`config.mk`:
```
export PLATFORM = sky130hd
export DESIGN_NAME = uart_tx_rx_scheduler
export DESIGN_NICKNAME = d
export VERILOG_FILES = /design/src/rtl/uart_tx_rx_scheduler.sv
export SDC_FILE = /design/constraint.sdc
export NUM_CORES = 1
export LEC_CHECK = 0
export BUFFER_PORTS_ARGS = -buffer_cell sky130_fd_sc_hd__buf_2
export CAP_MARGIN = 20
export CORE_MARGIN = 5
export CORE_UTILIZATION = 49
export DETAILED_ROUTE_END_ITERATION = 10
export PLACE_DENSITY = 0.85
export SETUP_SLACK_MARGIN = 0.1
export SLEW_MARGIN = 30
export SYNTH_ARGS = -nofsm -noshare
export SYNTH_HDL_FRONTEND = slang
export SYNTH_SLANG_ARGS = --single-unit
```
`constraint.sdc`:
```
create_clock -name clk -period 5.5 [get_ports clk]
set_input_delay 1.65 -clock clk [delete_from_list [all_inputs] [get_ports clk]]
set_output_delay 1.65 -clock clk [all_outputs]
set_load 0.05 [all_outputs]
```
`src/rtl/uart_tx_rx_scheduler.sv`:
```
// Round-robin transmit arbiter in front of a single UART_Top core.
// It also captures received bytes and offers them on a valid/ready port.
module uart_tx_rx_scheduler #(
    parameter int NUM_REQ      = 4,
    parameter int DATA_W       = 8,
    parameter int BUSY_TIMEOUT = 16,
    localparam int IDW = (NUM_REQ > 1) ? $clog2(NUM_REQ) : 1
) (
    input  logic                      clk,
    input  logic                      reset,
    input  logic [NUM_REQ-1:0]        req_valid,
    input  logic [NUM_REQ*DATA_W-1:0] req_data,
    output logic [NUM_REQ-1:0]        req_ready,
    output logic [DATA_W-1:0]         uart_data_in,
    output logic                      uart_wr_en,
    input  logic                      uart_busy,
    input  logic                      uart_rdy,
    output logic                      uart_rdy_clr,
    input  logic [DATA_W-1:0]         uart_data_out,
    output logic                      rx_valid,
    output logic [DATA_W-1:0]         rx_data,
    input  logic                      rx_ready,
    output logic [IDW-1:0]            grant_id,
    output logic                      tx_active,
    output logic                      tx_timeout
);

    localparam int CW = $clog2(BUSY_TIMEOUT + 1);

    localparam logic [1:0] T_IDLE      = 2'd0;
    localparam logic [1:0] T_ISSUE     = 2'd1;
    localparam logic [1:0] T_WAIT_BUSY = 2'd2;
    localparam logic [1:0] T_WAIT_DONE = 2'd3;

    localparam logic [1:0] R_IDLE     = 2'd0;
    localparam logic [1:0] R_CLR      = 2'd1;
    localparam logic [1:0] R_WAIT_LOW = 2'd2;

    logic [1:0]     tstate;
    logic [1:0]     rstate;
    logic [IDW-1:0] ptr;
    logic [IDW-1:0] pick;
    logic [IDW-1:0] nxt;
    logic           found;
    logic [CW-1:0]  cnt;
    int             idx;

    // First valid requester at or after the pointer, wrapping around.
    always_comb begin
        found = 1'b0;
        pick  = ptr;
        idx   = 0;
        for (int k = 0; k < NUM_REQ; k++) begin
            idx = (int'(ptr) + k) % NUM_REQ;
            if (!found && req_valid[idx[IDW-1:0]]) begin
                found = 1'b1;
                pick  = idx[IDW-1:0];
            end
        end
    end

    assign nxt = (int'(pick) == NUM_REQ - 1) ? '0 : pick + 1'b1;

    always_ff @(posedge clk) begin
        if (!reset) begin
            tstate       <= T_IDLE;
            ptr          <= '0;
            cnt          <= '0;
            req_ready    <= '0;
            uart_data_in <= '0;
            uart_wr_en   <= 1'b0;
            grant_id     <= '0;
            tx_active    <= 1'b0;
            tx_timeout   <= 1'b0;
        end else begin
            req_ready  <= '0;
            uart_wr_en <= 1'b0;
            case (tstate)
                T_IDLE: begin
                    if (found && !uart_busy) begin
                        uart_data_in <= req_data[int'(pick)*DATA_W +: DATA_W];
                        grant_id     <= pick;
                        req_ready    <= NUM_REQ'(1) << pick;
                        tx_active    <= 1'b1;
                        ptr          <= nxt;
                        tstate       <= T_ISSUE;
                    end
                end
                T_ISSUE: begin
                    uart_wr_en <= 1'b1;
                    cnt        <= '0;
                    tstate     <= T_WAIT_BUSY;
                end
                T_WAIT_BUSY: begin
                    if (uart_busy) begin
                        tstate <= T_WAIT_DONE;
                    end else if (cnt == CW'(BUSY_TIMEOUT - 1)) begin
                        // The core never started: drop the byte and move on.
                        tx_timeout <= 1'b1;
                        tx_active  <= 1'b0;
                        tstate     <= T_IDLE;
                    end else begin
                        cnt <= cnt + 1'b1;
                    end
                end
                T_WAIT_DONE: begin
                    if (!uart_busy) begin
                        tx_active <= 1'b0;
                        tstate    <= T_IDLE;
                    end
                end
                default: tstate <= T_IDLE;
            endcase
        end
    end

    always_ff @(posedge clk) begin
        if (!reset) begin
            rstate       <= R_IDLE;
            rx_valid     <= 1'b0;
            rx_data      <= '0;
            uart_rdy_clr <= 1'b0;
        end else begin
            uart_rdy_clr <= 1'b0;
            if (rx_valid && rx_ready) begin
                rx_valid <= 1'b0;
            end
            case (rstate)
                R_IDLE: begin
                    // A capture overrides a same-cycle consume.
                    if (uart_rdy && (!rx_valid || rx_ready)) begin
                        rx_data      <= uart_data_out;
                        rx_valid     <= 1'b1;
                        uart_rdy_clr <= 1'b1;
                        rstate       <= R_CLR;
                    end
                end
                R_CLR: rstate <= R_WAIT_LOW;
                R_WAIT_LOW: begin
                    if (!uart_rdy) begin
                        rstate <= R_IDLE;
                    end
                end
                default: rstate <= R_IDLE;
            endcase
        end
    end

endmodule
```
==> reports/metrics.yaml, run 1 <==
status:
  outcome: "complete, no violations"
floorplanning:
  dieArea_um2: 4600
  core_area_um2: 3280
  start_util: 0.499
  pin_count: 76
  rows: 21
  die_height_um: 67.8
  die_w_um: 67.8
power:
  power_leakage_nw: 1.07
  power.density_nw_per_um2: 304
  ir_drop_uv: 197
sta:
  rsz0062_at_grt: "no"
  clock_skew_ns: 0.00271
  finalSetupViolations: 0
  fin_crit_ns: 3.10
  setup-tns-final_ns: 0
  slew_violations: 0
  hold_viol: 0
  worst_pin_slew_ns: 0.825
  worst_hold_slack_ns: 0.474
  finalCritPeriodShare: 0.563
  slew_headroom: 0.450
  max_freq_mhz: 323
synth:
  ys_warn_count: 0
  synth_top_cell_area_share: 0.464
  syn_inst: 176
  synth_ff_type: "dfxtp_1"
  synth_edf_count: 0
  synth_seq_cells: 38
  netlist_area_um2: 1640
  synth_nets: 227
  async_flop_share: 0
  synth.avg_cell_area_um2: 9.31
  synth_top_cell_by_area: "dfxtp_1"
  synth_area_leaders: "dfxtp_1 (46%), mux2i_1 (15%), nor2_1 (6.0%)"
  synth_cell_types: 34
  synth-seq-area-share: 0.464
layout:
  area_delta_synth_final_pct: 29.0
  nets: 301
  fillers: 275
  final_cell_mix: "buf_2 (75), dfxtp_1 (38), nor2_1 (25), mux2i_1 (24), nand3_1 (11)"
  final_common_cell: "buf_2"
  layout-drive-gt1-share: 0.355
  postLayoutCellArea_um2: 2110
  n_antenna_cell: 0
clocking:
  clk_pin_slew_ns: 0.10
  h-tree-depth: 2
  ctsLongestPathBuffers: 2
  holdBufCountCts: 0
  numCtsBuffers: 5
  clock-root-buffer: "clkbuf_4"
  clock_latency_ns: 0.33
  clock-sinks: 38
  cts_setup_buffers: 0
  post_cts_resized: 0
  cts_tree: "built"
placed_design:
  gp_congestion: 0.730
  port_buffers: 75
  dp_hpwl_mm: 2.93
  dpl-instance-area_um2: 2050
hold_path:
  min_from: "grant_id[0]"
  min_to: "grant_id[0]"
  hp-class: "flip-flop to flip-flop"
  holdPathStages: 2
detailed_routing:
  viasPerCell: 5.18
  firstDrtPassIters: 4
  drt.antenna.violating_nets: 0
  wl_per_cell_um: 13.0
  vias: 1538
  wirelength_mm: 3.85
  drt_iter0_markers: 66
  drc: 0
worst_setup_path:
  reg2reg_depth: 4
  worstSetupPathType: "primary input to flip-flop"
  cp-start-kind: "primary input"
  cp_max_fo: 10
  r2r_slack_ns: 3.48
  cp.arrival_ns: 3.30
  crit_required_ns: 5.70
  r2r-start: "ptr[1]"
  cp-end-kind: "flip-flop"
  timing.rr.end: "uart_data_in[3]"
global_routing:
  antenna_found_initial: 0
  grtUsageTotal: 0.170
  grt_pass1_vias: 1357
  grt-ovfl-total: 0
  grt_max_degree: 25
  grt_pass1_wl_mm: 5.84
run:
  maxCapViolCount: 0
==> per-layer routing <==
metal,up-vias,GRT usage,routed length (µm)
met2,32,0.301,2070
met5,-,0,0
li1,776,-,-
met1,726,0.187,1560
met4,0,0.0819,53
met3,4,0.0427,170
==> worst max path at each step <==
stage                       startpoint              end  slack (ns)  cells past startpoint
after floorplan           req_valid[3]  uart_data_in[2]        2.48                      6
after global placement    req_valid[3]  uart_data_in[5]        1.99                      6
after detailed placement  req_valid[0]  uart_data_in[2]        2.06                      6
after CTS                 req_valid[0]  uart_data_in[3]        2.42                      6
after global routing      req_valid[0]  uart_data_in[5]        2.27                      6
final                     req_valid[0]  uart_data_in[3]        2.40                      6
==> synthesized netlist by cell type (2+ instances only) <==
master    instances
dfxtp_1          38
o22ai_1           3
buf_1             3
mux2i_1          24
buf_2             3
nand2_1           8
o21a_1            2
a21oi_1           8
clkbuf_1          2
nor2_1           26
xor2_1            3
nor3_1            5
o221ai_1          8
o21ai_0           3
nand3_1          11
ha_1              2
nand2b_1          5
inv_1             6
==> stage by stage <==
stage / std cells / total power [mW] / setup WS, ns / utilization
after floorplan: 176 / 0.451 / 2.48 / -
after global placement: 289 / 0.498 / 1.99 / 0.623
after detailed placement: 289 / 0.501 / 2.06 / 0.625
after CTS: 297 / 0.649 / 2.42 / 0.643
after global routing: 297 / 0.679 / 2.27 / 0.643
final: 297 / 0.642 / 2.40 / 0.643
==> cell type report <==
cell class | count | area, µm² | share of cell area
Sequential cell | 38 | 761 | 0.360
Tap cell | 46 | 57.6 | 0.0273
Timing Repair Buffer | 76 | 383 | 0.181
Clock inverter | 1 | 5.00 | 0.00237
Inverter | 6 | 22.5 | 0.0107
Clock buffer | 7 | 55.1 | 0.0261
Multi-Input combinational cell | 123 | 828 | 0.392
==> kinds of logic after synthesis <==
family          Yosys count  share of synthesized area
compound gates           30                      0.131
fa+ha+maj                 2                     0.0153
mux                      25                      0.154
xor+xnor                  3                     0.0160
buf+inv                  15                     0.0390
flops                    38                      0.464
simple gates             63                      0.181
==> worst max-delay path, cell delays in order <==
cell and delay (ns):
buf_2 0.14, nor2_2 0.12, o22ai_1 0.09, a222oi_1 0.71, or3_1 0.42, o221ai_1 0.17
==> registers in the layout (all words and copies together) (netlist names), 2 cells and up <==
name          cells
tstate            2
grant_id          2
req_ready         4
rstate            2
cnt               5
ptr               2
uart_data_in      8
rx_data           8
==> power breakdown <==
part	internal [mW]	total, mW	leakage, nW	switching, mW
Sequential	0.297	0.310	0.311	0.0128
Combinational	0.0616	0.185	0.722	0.123
Clock	0.0620	0.148	0.0353	0.0855
Total	0.421	0.642	1.07	0.222
Power figures use the tool's default switching activity.
==> run 2: changes to the inputs <==
--- a/config.mk
+++ b/config.mk
@@ -8,9 +8,9 @@
 export BUFFER_PORTS_ARGS = -buffer_cell sky130_fd_sc_hd__buf_2
 export CAP_MARGIN = 20
 export CORE_MARGIN = 5
-export CORE_UTILIZATION = 49
+export CORE_UTILIZATION = 41
 export DETAILED_ROUTE_END_ITERATION = 10
-export PLACE_DENSITY = 0.85
+export PLACE_DENSITY = 0.76
 export SETUP_SLACK_MARGIN = 0.1
 export SLEW_MARGIN = 30
 export SYNTH_ARGS = -nofsm -noshare
==> constraint.sdc (replaced) <==
create_clock -name clk -period 2.5 [get_ports clk]
set_input_delay 0.75 -clock clk [delete_from_list [all_inputs] [get_ports clk]]
set_output_delay 0.75 -clock clk [all_outputs]
set_load 0.05 [all_outputs]
==> run 2 against run 1 <==
  * Clock-buffer cell count is 1 lower
  * Via count down 0.72%
  * Die area rose by 17%
  * Clock skew is 0.0063 ns higher
  * Non-clock buffer count grew 4
  * Register-to-register slack got worse by 2.8 ns
  * Core utilization shrank 7.6 points
  * Flip-flop and latch count stayed put
  * Critical path depth is the same
  * Highest routed layer unchanged
  * First-iteration DRC count fell by 4.5%
  * Final cell count grew 2.7%
  * Sequential share of layout area shrank 2.0 points
==> reports/metrics.yaml, run 2 (same netlist as run 1, synthesis figures left out) <==
detailed_routing:
  drc: 0  # unchanged
  vias: 1527  # was 1538
  drt.antenna.violating_nets: 0  # unchanged
  wirelength_mm: 3.98  # was 3.85 mm
  wl_per_cell_um: 13.1  # was 13.0 µm
  drt_iter0_markers: 63  # was 66
  viasPerCell: 5.01  # was 5.18
  firstDrtPassIters: 8  # was 4
worst_setup_path:
  cp_max_fo: 10  # unchanged
  r2r_slack_ns: 0.70  # was 3.48 ns
  max_stage_delay_ns: 0.45  # was 0.71 ns
  worstSetupPathType: "primary input to flip-flop"  # unchanged
  cp.arrival_ns: 2.10  # was 3.30 ns
  reg2reg_depth: 7  # was 4
  critPathSlowestCell: "a222oi_1"  # unchanged
  cp-start-kind: "primary input"  # unchanged
  cp_cell_sequence: "buf_2, nor2_2, o22ai_1, a222oi_1, or3_1, o221ai_1"  # unchanged
  cp-end-kind: "flip-flop"  # unchanged
  crit_required_ns: 2.65  # was 5.70 ns
global_routing:
  antenna_found_initial: 0  # unchanged
  grt_max_degree: 24  # was 25
  grt_pass1_vias: 1381  # was 1357
  grtUsageTotal: 0.146  # was 0.170
  grt_pass1_wl_mm: 6.12  # was 5.84 mm
  grt-ovfl-total: 0  # unchanged
power:
  pwr-share-seq: 0.390  # was 0.482
  power.density_nw_per_um2: 783  # was 304 nW/µm²
  clkPwrFrac: 0.368  # was 0.230
  switching_share: 0.298  # was 0.345
  pwr-share-comb: 0.243  # was 0.288
  ir_drop_uv: 399  # was 197 µV
  power.switching_mw: 0.522  # was 0.222 mW
  p_int_mw: 1.23  # was 0.421 mW
  power_leakage_nw: 1.13  # was 1.07 nW
clocking:
  numCtsBuffers: 5  # unchanged
  cts_tree: "built"  # unchanged
  clock-sinks: 38  # unchanged
  clk_pin_slew_ns: 0.07  # was 0.10 ns
  holdBufCountCts: 0  # unchanged
  clock_latency_ns: 0.29  # was 0.33 ns
  post_cts_resized: 0  # unchanged
  h-tree-depth: 2  # unchanged
  clock-root-buffer: "clkbuf_8"  # was clkbuf_4
  cts_setup_buffers: 0  # unchanged
  ctsLongestPathBuffers: 2  # unchanged
layout:
  reg_top3: "rx_data: 8 flops, uart_data_in: 8 flops, cnt: 5 flops"  # unchanged
  fillers: 355  # was 275
  final-seq-area_um2: 761  # unchanged
  area_delta_synth_final_pct: 36.6  # was 29.0%
  n_antenna_cell: 0  # unchanged
  nets: 305  # was 301
  layout-drive-gt1-share: 0.369  # was 0.355
  final_cell_mix: "buf_2 (75), dfxtp_1 (38), nor2_1 (25), mux2i_1 (24), nand3_1 (11)"  # unchanged
  final_common_cell: "buf_2"  # unchanged
  multi_input_area_um2: 823  # was 828 µm²
floorplanning:
  pin_count: 76  # unchanged
  dieArea_um2: 5360  # was 4600 µm²
  rows: 23  # was 21
  start_util: 0.415  # was 0.499
  die_w_um: 73.2  # was 67.8 µm
  core_area_um2: 3940  # was 3280 µm²
  die_height_um: 73.2  # was 67.8 µm
sta:
  fin_crit_ns: 1.95
  max_freq_mhz: 513
  hold_viol: 0  # unchanged
  worst_hold_slack_ns: 0.462  # was 0.474 ns
  finalSetupViolations: 0  # unchanged
  clock_skew_ns: 0.00902  # was 0.00271 ns
  finalCritPeriodShare: 0.780
  setup-tns-final_ns: 0  # unchanged
  rsz0062_at_grt: "no"  # unchanged
  worst_pin_slew_ns: 0.575  # was 0.825 ns
  slew_headroom: 0.616  # was 0.450
  slew_violations: 0  # unchanged
placed_design:
  port_buffers: 75  # unchanged
  gp_congestion: 0.746  # was 0.730
  dp_hpwl_mm: 2.96  # was 2.93 mm
hold_path:
  hp-class: "flip-flop to flip-flop"  # unchanged
  holdPathStages: 2  # unchanged
status:
  outcome: "complete, no violations"  # unchanged
run:
  maxCapViolCount: 0  # unchanged
run 2: routing by layer:
| layer | global-route usage | vias to the layer above | share of wire |
|---|---|---|---|
| li1 | - | 780 | - |
| met1 | 0.171 | 701 | 0.42 |
| met2 | 0.252 | 41 | 0.51 |
| met3 | 0.0331 | 5 | 0.052 |
| met4 | 0.0615 | 0 | 0.014 |
| met5 | 0 | - | 0 |
run 2: final timing paths:
kind | startpoint | end
worst min-delay path | grant_id[0] | grant_id[0]
worst max register to register | cnt[0] | cnt[3]
worst max-delay path | req_valid[0] | uart_data_in[7]
worst min register to register | grant_id[0] | grant_id[0]
run 2: area by class of cell:
class	instances	share of cell area
timing repair buffer	80	0.190
tap	50	0.0280
clock inverter	2	0.0268
inverter	6	0.0101
clock buffer	6	0.0369
sequential	38	0.340
multi-input combinational	123	0.368
run 2: worst max-delay path, delay by kind of cell:
| kind | cells | cell delay, ns |
|---|---|---|
| compound gates | 3 | 0.70 |
| buf+inv | 1 | 0.14 |
| simple gates | 2 | 0.52 |
run 2: power groups by stage:
stage	registers [mW]	logic, mW	clock network [mW]
5_1_grt	0.688	0.455	0.684
3_5_place_dp	0.694	0.427	0
6_report	0.682	0.425	0.644
4_1_cts	0.682	0.428	0.652
2_1_floorplan	0.823	0.168	0
3_3_place_gp	0.694	0.421	0
run 2: through the flow:
step	worst slack (ns)	power, mW	utilization	cell area (µm²)	cells
2_1_floorplan	0.376	0.991	-	1640	176
3_3_place_gp	0.260	1.11	0.531	2090	297
3_5_place_dp	0.270	1.12	0.531	2090	297
4_1_cts	0.562	1.76	0.567	2240	305
5_1_grt	0.416	1.83	0.567	2240	305
6_report	0.550	1.75	0.567	2240	305
